$ cat src/rtl/cmp_pkg.sv
// Shared types and constants for the nibble-serial word comparator.
package cmp_pkg;

  typedef struct packed {
    logic lt;
    logic eq;
    logic gt;
  } cmp_res_t;

  localparam cmp_res_t CMP_LT   = 3'b100;
  localparam cmp_res_t CMP_EQ   = 3'b010;
  localparam cmp_res_t CMP_GT   = 3'b001;
  localparam cmp_res_t CMP_NONE = 3'b000;

  typedef enum logic [1:0] {
    IDLE = 2'd0,
    RUN  = 2'd1,
    DONE = 2'd2
  } cmp_state_t;

  // GT wins over LT; anything else is a neutral (equal) seed.
  function automatic cmp_res_t seed_norm(input logic lt, input logic gt);
    cmp_res_t r;
    if (gt) begin
      r = CMP_GT;
    end else if (lt) begin
      r = CMP_LT;
    end else begin
      r = CMP_EQ;
    end
    return r;
  endfunction

endpackage

$ cat src/rtl/nibble_cmp_stage.sv
// Combinational 4-bit magnitude slice with LT/EQ/GT cascade input.
module nibble_cmp_stage
  import cmp_pkg::*;
(
  input  logic [3:0] a_i,
  input  logic [3:0] b_i,
  input  cmp_res_t   casc_i,
  output cmp_res_t   res_o
);

  // A decisive nibble overrides the lower-order verdict; equal nibbles pass it on.
  always_comb begin
    res_o = casc_i;
    if (a_i < b_i) begin
      res_o = CMP_LT;
    end else if (a_i > b_i) begin
      res_o = CMP_GT;
    end else begin
      res_o = casc_i;
    end
  end

endmodule

$ cat src/rtl/serial_word_comparator.sv
// Nibble-serial LSB-first magnitude comparator with valid/ready on both sides.
// Define SERIAL_CMP_SIGNED_EN for two's-complement operands (default: unsigned).
module serial_word_comparator
  import cmp_pkg::*;
#(
  parameter int WIDTH = 16
) (
  input  logic             clk,
  input  logic             reset,
  input  logic             start_valid,
  output logic             start_ready,
  input  logic [WIDTH-1:0] A,
  input  logic [WIDTH-1:0] B,
  input  logic             seed_lt,
  input  logic             seed_eq,
  input  logic             seed_gt,
  output logic             res_valid,
  input  logic             res_ready,
  output logic             LTout,
  output logic             EQout,
  output logic             GTout
);

  localparam int NIBBLES = WIDTH / 4;
  localparam int CNT_W   = (NIBBLES > 1) ? $clog2(NIBBLES) : 1;

  cmp_state_t       state_q, state_d;
  logic [CNT_W-1:0] cnt_q, cnt_d;
  logic [WIDTH-1:0] a_sh_q, a_sh_d;
  logic [WIDTH-1:0] b_sh_q, b_sh_d;
  cmp_res_t         casc_q, casc_d;
  cmp_res_t         res_q, res_d;
  logic             start_ready_q, start_ready_d;
  logic             res_valid_q, res_valid_d;

  logic             last_s;
  logic [3:0]       nib_a_s;
  logic [3:0]       nib_b_s;
  cmp_res_t         stage_s;
  logic             seed_unused_s;

  // A neutral seed is the default, so the explicit "equal" seed carries no information.
  assign seed_unused_s = seed_eq;

  assign last_s = (cnt_q == CNT_W'(NIBBLES - 1));

`ifdef SERIAL_CMP_SIGNED_EN
  // Flipping both sign bits maps two's complement onto unsigned order for the top nibble.
  assign nib_a_s = {a_sh_q[3] ^ last_s, a_sh_q[2:0]};
  assign nib_b_s = {b_sh_q[3] ^ last_s, b_sh_q[2:0]};
`else
  assign nib_a_s = a_sh_q[3:0];
  assign nib_b_s = b_sh_q[3:0];
`endif

  nibble_cmp_stage u_stage (
    .a_i    (nib_a_s),
    .b_i    (nib_b_s),
    .casc_i (casc_q),
    .res_o  (stage_s)
  );

  // State, datapath and registered-output next-state logic.
  always_comb begin
    state_d       = state_q;
    cnt_d         = cnt_q;
    a_sh_d        = a_sh_q;
    b_sh_d        = b_sh_q;
    casc_d        = casc_q;
    res_d         = res_q;
    start_ready_d = start_ready_q;
    res_valid_d   = res_valid_q;
    case (state_q)
      IDLE: begin
        if (start_valid && start_ready_q) begin
          a_sh_d        = A;
          b_sh_d        = B;
          casc_d        = seed_norm(seed_lt, seed_gt);
          cnt_d         = '0;
          start_ready_d = 1'b0;
          state_d       = RUN;
        end else begin
          start_ready_d = 1'b1;
        end
      end
      RUN: begin
        casc_d = stage_s;
        a_sh_d = a_sh_q >> 3'd4;
        b_sh_d = b_sh_q >> 3'd4;
        cnt_d  = cnt_q + CNT_W'(1);
        if (last_s) begin
          res_d       = stage_s;
          res_valid_d = 1'b1;
          state_d     = DONE;
        end else begin
          state_d     = RUN;
        end
      end
      DONE: begin
        if (res_ready) begin
          res_d         = CMP_NONE;
          res_valid_d   = 1'b0;
          start_ready_d = 1'b1;
          state_d       = IDLE;
        end else begin
          state_d       = DONE;
        end
      end
      default: begin
        res_d         = CMP_NONE;
        res_valid_d   = 1'b0;
        start_ready_d = 1'b1;
        state_d       = IDLE;
      end
    endcase
  end

  // State and datapath registers.
  always_ff @(posedge clk or posedge reset) begin
    if (reset) begin
      state_q       <= IDLE;
      cnt_q         <= '0;
      a_sh_q        <= '0;
      b_sh_q        <= '0;
      casc_q        <= CMP_NONE;
      res_q         <= CMP_NONE;
      start_ready_q <= 1'b1;
      res_valid_q   <= 1'b0;
    end else begin
      state_q       <= state_d;
      cnt_q         <= cnt_d;
      a_sh_q        <= a_sh_d;
      b_sh_q        <= b_sh_d;
      casc_q        <= casc_d;
      res_q         <= res_d;
      start_ready_q <= start_ready_d;
      res_valid_q   <= res_valid_d;
    end
  end

  assign start_ready = start_ready_q;
  assign res_valid   = res_valid_q;
  assign LTout       = res_q.lt;
  assign EQout       = res_q.eq;
  assign GTout       = res_q.gt;

endmodule

$ cat config.mk
export PLATFORM = sky130hd
export DESIGN_NAME = serial_word_comparator
export DESIGN_NICKNAME = d
export VERILOG_FILES = /design/src/rtl/cmp_pkg.sv /design/src/rtl/nibble_cmp_stage.sv /design/src/rtl/serial_word_comparator.sv
export SDC_FILE = /design/constraint.sdc
export NUM_CORES = 1
export LEC_CHECK = 0
export CAP_MARGIN = 20
export CORE_MARGIN = 2
export CORE_UTILIZATION = 30
export CTS_BUF_LIST = sky130_fd_sc_hd__clkbuf_8
export CTS_CLUSTER_DIAMETER = 50
export DETAILED_ROUTE_END_ITERATION = 8
export PLACE_DENSITY_LB_ADDON = 0.25
export RECOVER_POWER = 100
export SKIP_LAST_GASP = 1
export SLEW_MARGIN = 15
export SYNTH_ARGS = -nofsm -noshare
export SYNTH_HDL_FRONTEND = slang
export SYNTH_SLANG_ARGS = --single-unit
$ cat constraint.sdc
create_clock -name clk -period 4 [get_ports clk]
set_input_delay 0.4 -clock clk [delete_from_list [all_inputs] [get_ports clk]]
set_output_delay 0.4 -clock clk [all_outputs]
set_load 0.01 [all_outputs]
==> reports/summary.txt <==
Register area: 0.00110 mm2
Post-place setup slack: 1.75 ns
Post-route met1 wirelength: 2.07 mm
Slew Viols, Final: 26
Die Ht: 87.1 um
Vias in the first global route: 1566
Synth Instances: 210
First-pass GRT wire length: 7.14 mm
CP Data Required Time: 4.16 ns
Clock Skew: 0.00952 ns
Final Total Pwr: 1790 uW
Worst path arrival time: 2.92 ns
Pwr Density: 674 mW/mm2
Placer Congestion: 0.731
Synth unique cells: 31
R2R Path Start: state_q[1]
Hold Crit Start: b_sh_q[4]
Ys Warns: 0
CORE AREA: 0.00676 mm2
Clk_lat worst skew: 0.29 ns
Fin util: 39.2%
Via density: 4.78
Crit share post-route: 68.9%
Met2 WL post-DR: 1.99 mm
Async S/R FF share, synth: 100%
TNS Setup: 0 ns
Reg2reg end: b_sh_q[10]
Max FO, Critical Path: 20
RSZ-0062 raised after global routing: false
Num CTS Buffers: 5
Post-DRT Antenna Nets: 0
Router iterations before antenna repair: 4
Main synth FF type: dfrtp_1
Post-synth EDFFs: 0
Fin area: 0.00265 mm2
Hold path endpoint: b_sh_q[0]
Ant diodes: 0
Die Wd: 87.1 um
Hold Path Depth: 2
Maximum VDD drop: 0.228 mV
Avg WL per Cell: 13.0 um
Net Count, Synth: 254
Commonest non-fill, non-tap cells in the layout: 51 x nand2_1, 43 x dfrtp_1, 36 x o21ai_0
DP Area: 0.00256 mm2
Synthesis-stage register bit count: 44
Synthesized cell area: 0.00207 mm2
R2R cell count: 4
Failing checks: max-capacitance violations, max-slew violations
Crit path time final: 2.76 ns
HP Class: flop to flop
Largest net degree at the start of global routing: 45
Count of final setup violators: 0
HPWL Detailed: 3.08 mm
Outcome: finished with violations
Met3 wire len: 149 um
Starting Density: 30.7%
DRT Wirelength: 4.28 mm
Post-CTS Resized: 0
Mean Syn Cell Area: 9.87 um2
Total gr overflow: 0
FP Rows: 30
FF-to-FF setup slack: 1.35 ns
Filler cells: 694
Leak: 0.00110 uW
Most common cell after layout, fill and taps aside: nand2_1
Hold buffer count at CTS: 0
CTS Buffer Depth: 2
Drt drc: 0
Critical Path Sink Type: flop
Final setup margin: 1.24 ns
GRT Total Usage: 12.1%
Clk root buf: clkbuf_8
Area Growth Syn to Fin: 27.8%
Die ar.: 0.00759 mm2
Port bufs: 42
CTS H-tree depth: 2
Initial antenna violation count: 0
Final hold vios: 0
Via Count: 1577
Share of layout cells above drive strength 1: 4.80%
F_max: 363 MHz
Least-Margin Pin Slew: 1.53 ns
CTS tree: built
Area of the multi-input gates: 873 um2
Rel. slew slack: -1.90%
Sequential area share after synthesis: 53.2%
Detailed Route Iter0 Violations: 136
Reg clk slew, reported paths: 0.08 ns
Uppermost routed layer: met4
Ports: 44
Crit path kind: input pin to flop
Post-CTS setup buffer count: 0
Max cap viols: 1
Clock sinks: 44
Net count, final: 293
Startpoint Class: input pin
## synthesized netlist by cell type, types with 2 or more instances
cell,count,share of area [%]
a21oi_1,4,0.97
buf_2,6,1.4
buf_6,2,1.1
clkbuf_1,6,1.1
dfrtp_1,43,52
ha_1,5,3.0
inv_1,6,1.1
mux2_2,2,1.1
mux2i_1,20,9.7
nand2_1,51,9.2
nand2b_1,2,0.60
nor2_1,3,0.54
nor2b_1,2,0.60
o211ai_1,2,0.72
o21ai_0,28,6.8
o21ai_1,10,2.4
o311ai_0,4,1.7
## worst max-delay path by stage
| stage | startpoint | end | slack (ns) | depth (start not counted) |
|---|---|---|---|---|
| final | start_valid | b_sh_q[10] | 1.24 | 5 |
| after global routing | start_valid | b_sh_q[5] | 1.05 | 5 |
| after CTS | start_valid | b_sh_q[10] | 2.06 | 5 |
| after detailed placement | start_valid | b_sh_q[10] | 1.75 | 5 |
| after global placement | start_valid | a_sh_q[9] | 1.76 | 5 |
| after floorplan | start_ready | b_sh_q[10] | 2.49 | 5 |
## final cells by class
cell class	instances	area share [%]
sequential	44	41.6
multi-input combinational	146	33.0
timing repair buffer	46	16.7
tap	80	3.78
clock buffer	5	2.60
clock inverter	3	1.46
inverter	6	0.850
## logic make-up after synthesis
kind of cell,share of synthesized area [%]
muxes,10.7
DFF,53.2
adders and majority gates,3.02
and+or+nand+nor,13.2
AOI/OAI and AO/OA,15.2
buffers and inverters,4.71
## flip-flops by register name, indices dropped and copies added (netlist names)
signal       flops
a_sh_q          16
start_ready      1
casc_q           3
b_sh_q          16
EQout            1
GTout            1
res_valid        1
state_q          2
LTout            1
cnt_q            2
## power by group
group | switching, uW | total (uW) | internal, uW
Clock | 146 | 329 | 183
Combinational | 413 | 720 | 307
Sequential | 104 | 736 | 632
Total | 663 | 1790 | 1120
## worst max-delay path, cell delays in order
cell and delay [ns]:
dlygate4sd3_1 0.57, and4bb_1 0.68, clkbuf_1 0.90, mux2i_1 0.27, o21ai_0 0.10
## routing by layer
metal | GRT usage (%) | up-vias
met1 | 15.8 | 746
met3 | 2.65 | 5
met5 | 0 | -
met2 | 19.7 | 21
li1 | - | 805
met4 | 4.62 | 0
## through the flow
stage                     cells  hold WS (ns)
after detailed placement    322         0.468
after floorplan             210         0.449
after global placement      322         0.462
after CTS                   330         0.482
final                       330         0.477
after global routing        330         0.520
Power figures use the tool's default switching activity.
==> variant, RTL diff (config.mk and constraints unchanged) <==
The option `SERIAL_CMP_SIGNED_EN` is turned on by a define.
--- a/src/rtl/serial_word_comparator.sv
+++ b/src/rtl/serial_word_comparator.sv
@@ -1,5 +1,7 @@
 // Nibble-serial LSB-first magnitude comparator with valid/ready on both sides.
 // Define SERIAL_CMP_SIGNED_EN for two's-complement operands (default: unsigned).
+`define SERIAL_CMP_SIGNED_EN
+
 module serial_word_comparator
   import cmp_pkg::*;
 #(
Check against the original RTL: not equivalent (a bounded check fails within 10 cycles, from zero or initial values and one cycle with reset high).
==> variant against the unedited design <==
  * Total power decreased by 0.69%
  * Sequential cell count unchanged
  * Count of clock-buffer cells in the layout increased by 1
  * Non-clock buffer count decreased by 2
  * Wire length increased by 3.0%
  * Area after synthesis increased by 5.3%
  * Combinational power increased by 2%
  * Worst setup slack improved by 760 ps
  * Cell area increased by 2.5%
  * Largest power group unchanged
==> variant: results (changes against the unedited design) <==
Synthesis
  – Top cells by area, synth: dfrtp_1 (49%), mux2i_1 (9.6%), nand2_1 (8.6%) (was dfrtp_1 (52%), mux2i_1 (9.7%), nand2_1 (9.2%))
  – Synth unique cells: 39 (was 31)
  – Post-Syn Nets: 264 (was 254)
  – Post-Synthesis Cells: 221 (was 210)

Final layout
  – Buffers, non-clock: 44 (was 46)
  – #MultiIn Comb: 157 (was 146)
  – Final-layout clock buffer total: 6 (was 5)
  – Layout non-clock buf frac: 16.04% (was 16.72%)
  – Fillers: 772 (was 694)

Power
  – Max VDD drop: 184.4 µV (was 227.7 µV)

STA
  – Post-Route Hold Slack: 475.6 ps (was 477.1 ps)
  – Final Skew: 6.221 ps (was 9.519 ps)

Placed design
  – Post-placement cell count: 350 (was 322)
  – Placed Area: 2635 µm² (was 2556 µm²)
  – GP Congestion: 0.7096 (was 0.7305)
  – DP Wirelength: 2971 µm (was 3079 µm)

Worst setup path
  – Critical-path maximum fanout: 48 (was 20)
  – Slowest-stage cell, CP: and4bb_4 (was clkbuf_1)
  – CP max stage delay: 730 ps (was 900 ps)

Min path
  – Hold Path Sink: res_valid (was b_sh_q[0])
  – Hold Startpoint: res_valid (was b_sh_q[4])

Global routing
  – Global-route wire length before repair: 7507 µm (was 7141 µm)
  – Gr usage total: 12.45% (was 12.11%)

Outcome
  – Outcome: finished clean (was finished, violations left)

Floorplan
  – Core ar.: 7137 µm² (was 6756 µm²)

Detailed routing
  – Drt first-iter violations: 101 (was 136)
[variant: where the power goes]
group	switching [mW]	leakage (nW)	total (mW)	internal, mW
registers	0.114	0.571	0.742	0.628
clock network	0.158	0.0434	0.298	0.140
logic	0.416	0.516	0.732	0.316
[variant: metal layers]
| layer | vias to the layer above | share of wire, % | track usage, % |
|---|---|---|---|
| li1 | 831 | - | - |
| met1 | 742 | 49 | 16.48 |
| met2 | 27 | 45 | 19.66 |
| met3 | 6 | 3.4 | 2.955 |
| met4 | 0 | 2.1 | 5.020 |
| met5 | - | 0 | 0 |
[variant: logic make-up after synthesis]
| group | after synthesis | synth area share [%] |
|---|---|---|
| mux | 21 | 9.627 |
| flops | 44 | 50.49 |
| compound gates | 57 | 15.53 |
| xor+xnor | 1 | 0.4012 |
| buf+inv | 20 | 5.960 |
| fa+ha+maj | 4 | 2.292 |
| simple gates | 74 | 15.70 |
[variant: worst min-delay path, cell delays in order, from the launching register on]
cell	delay [ps]
dfrtp_1	340
nand2_1	50
nand2_1	50
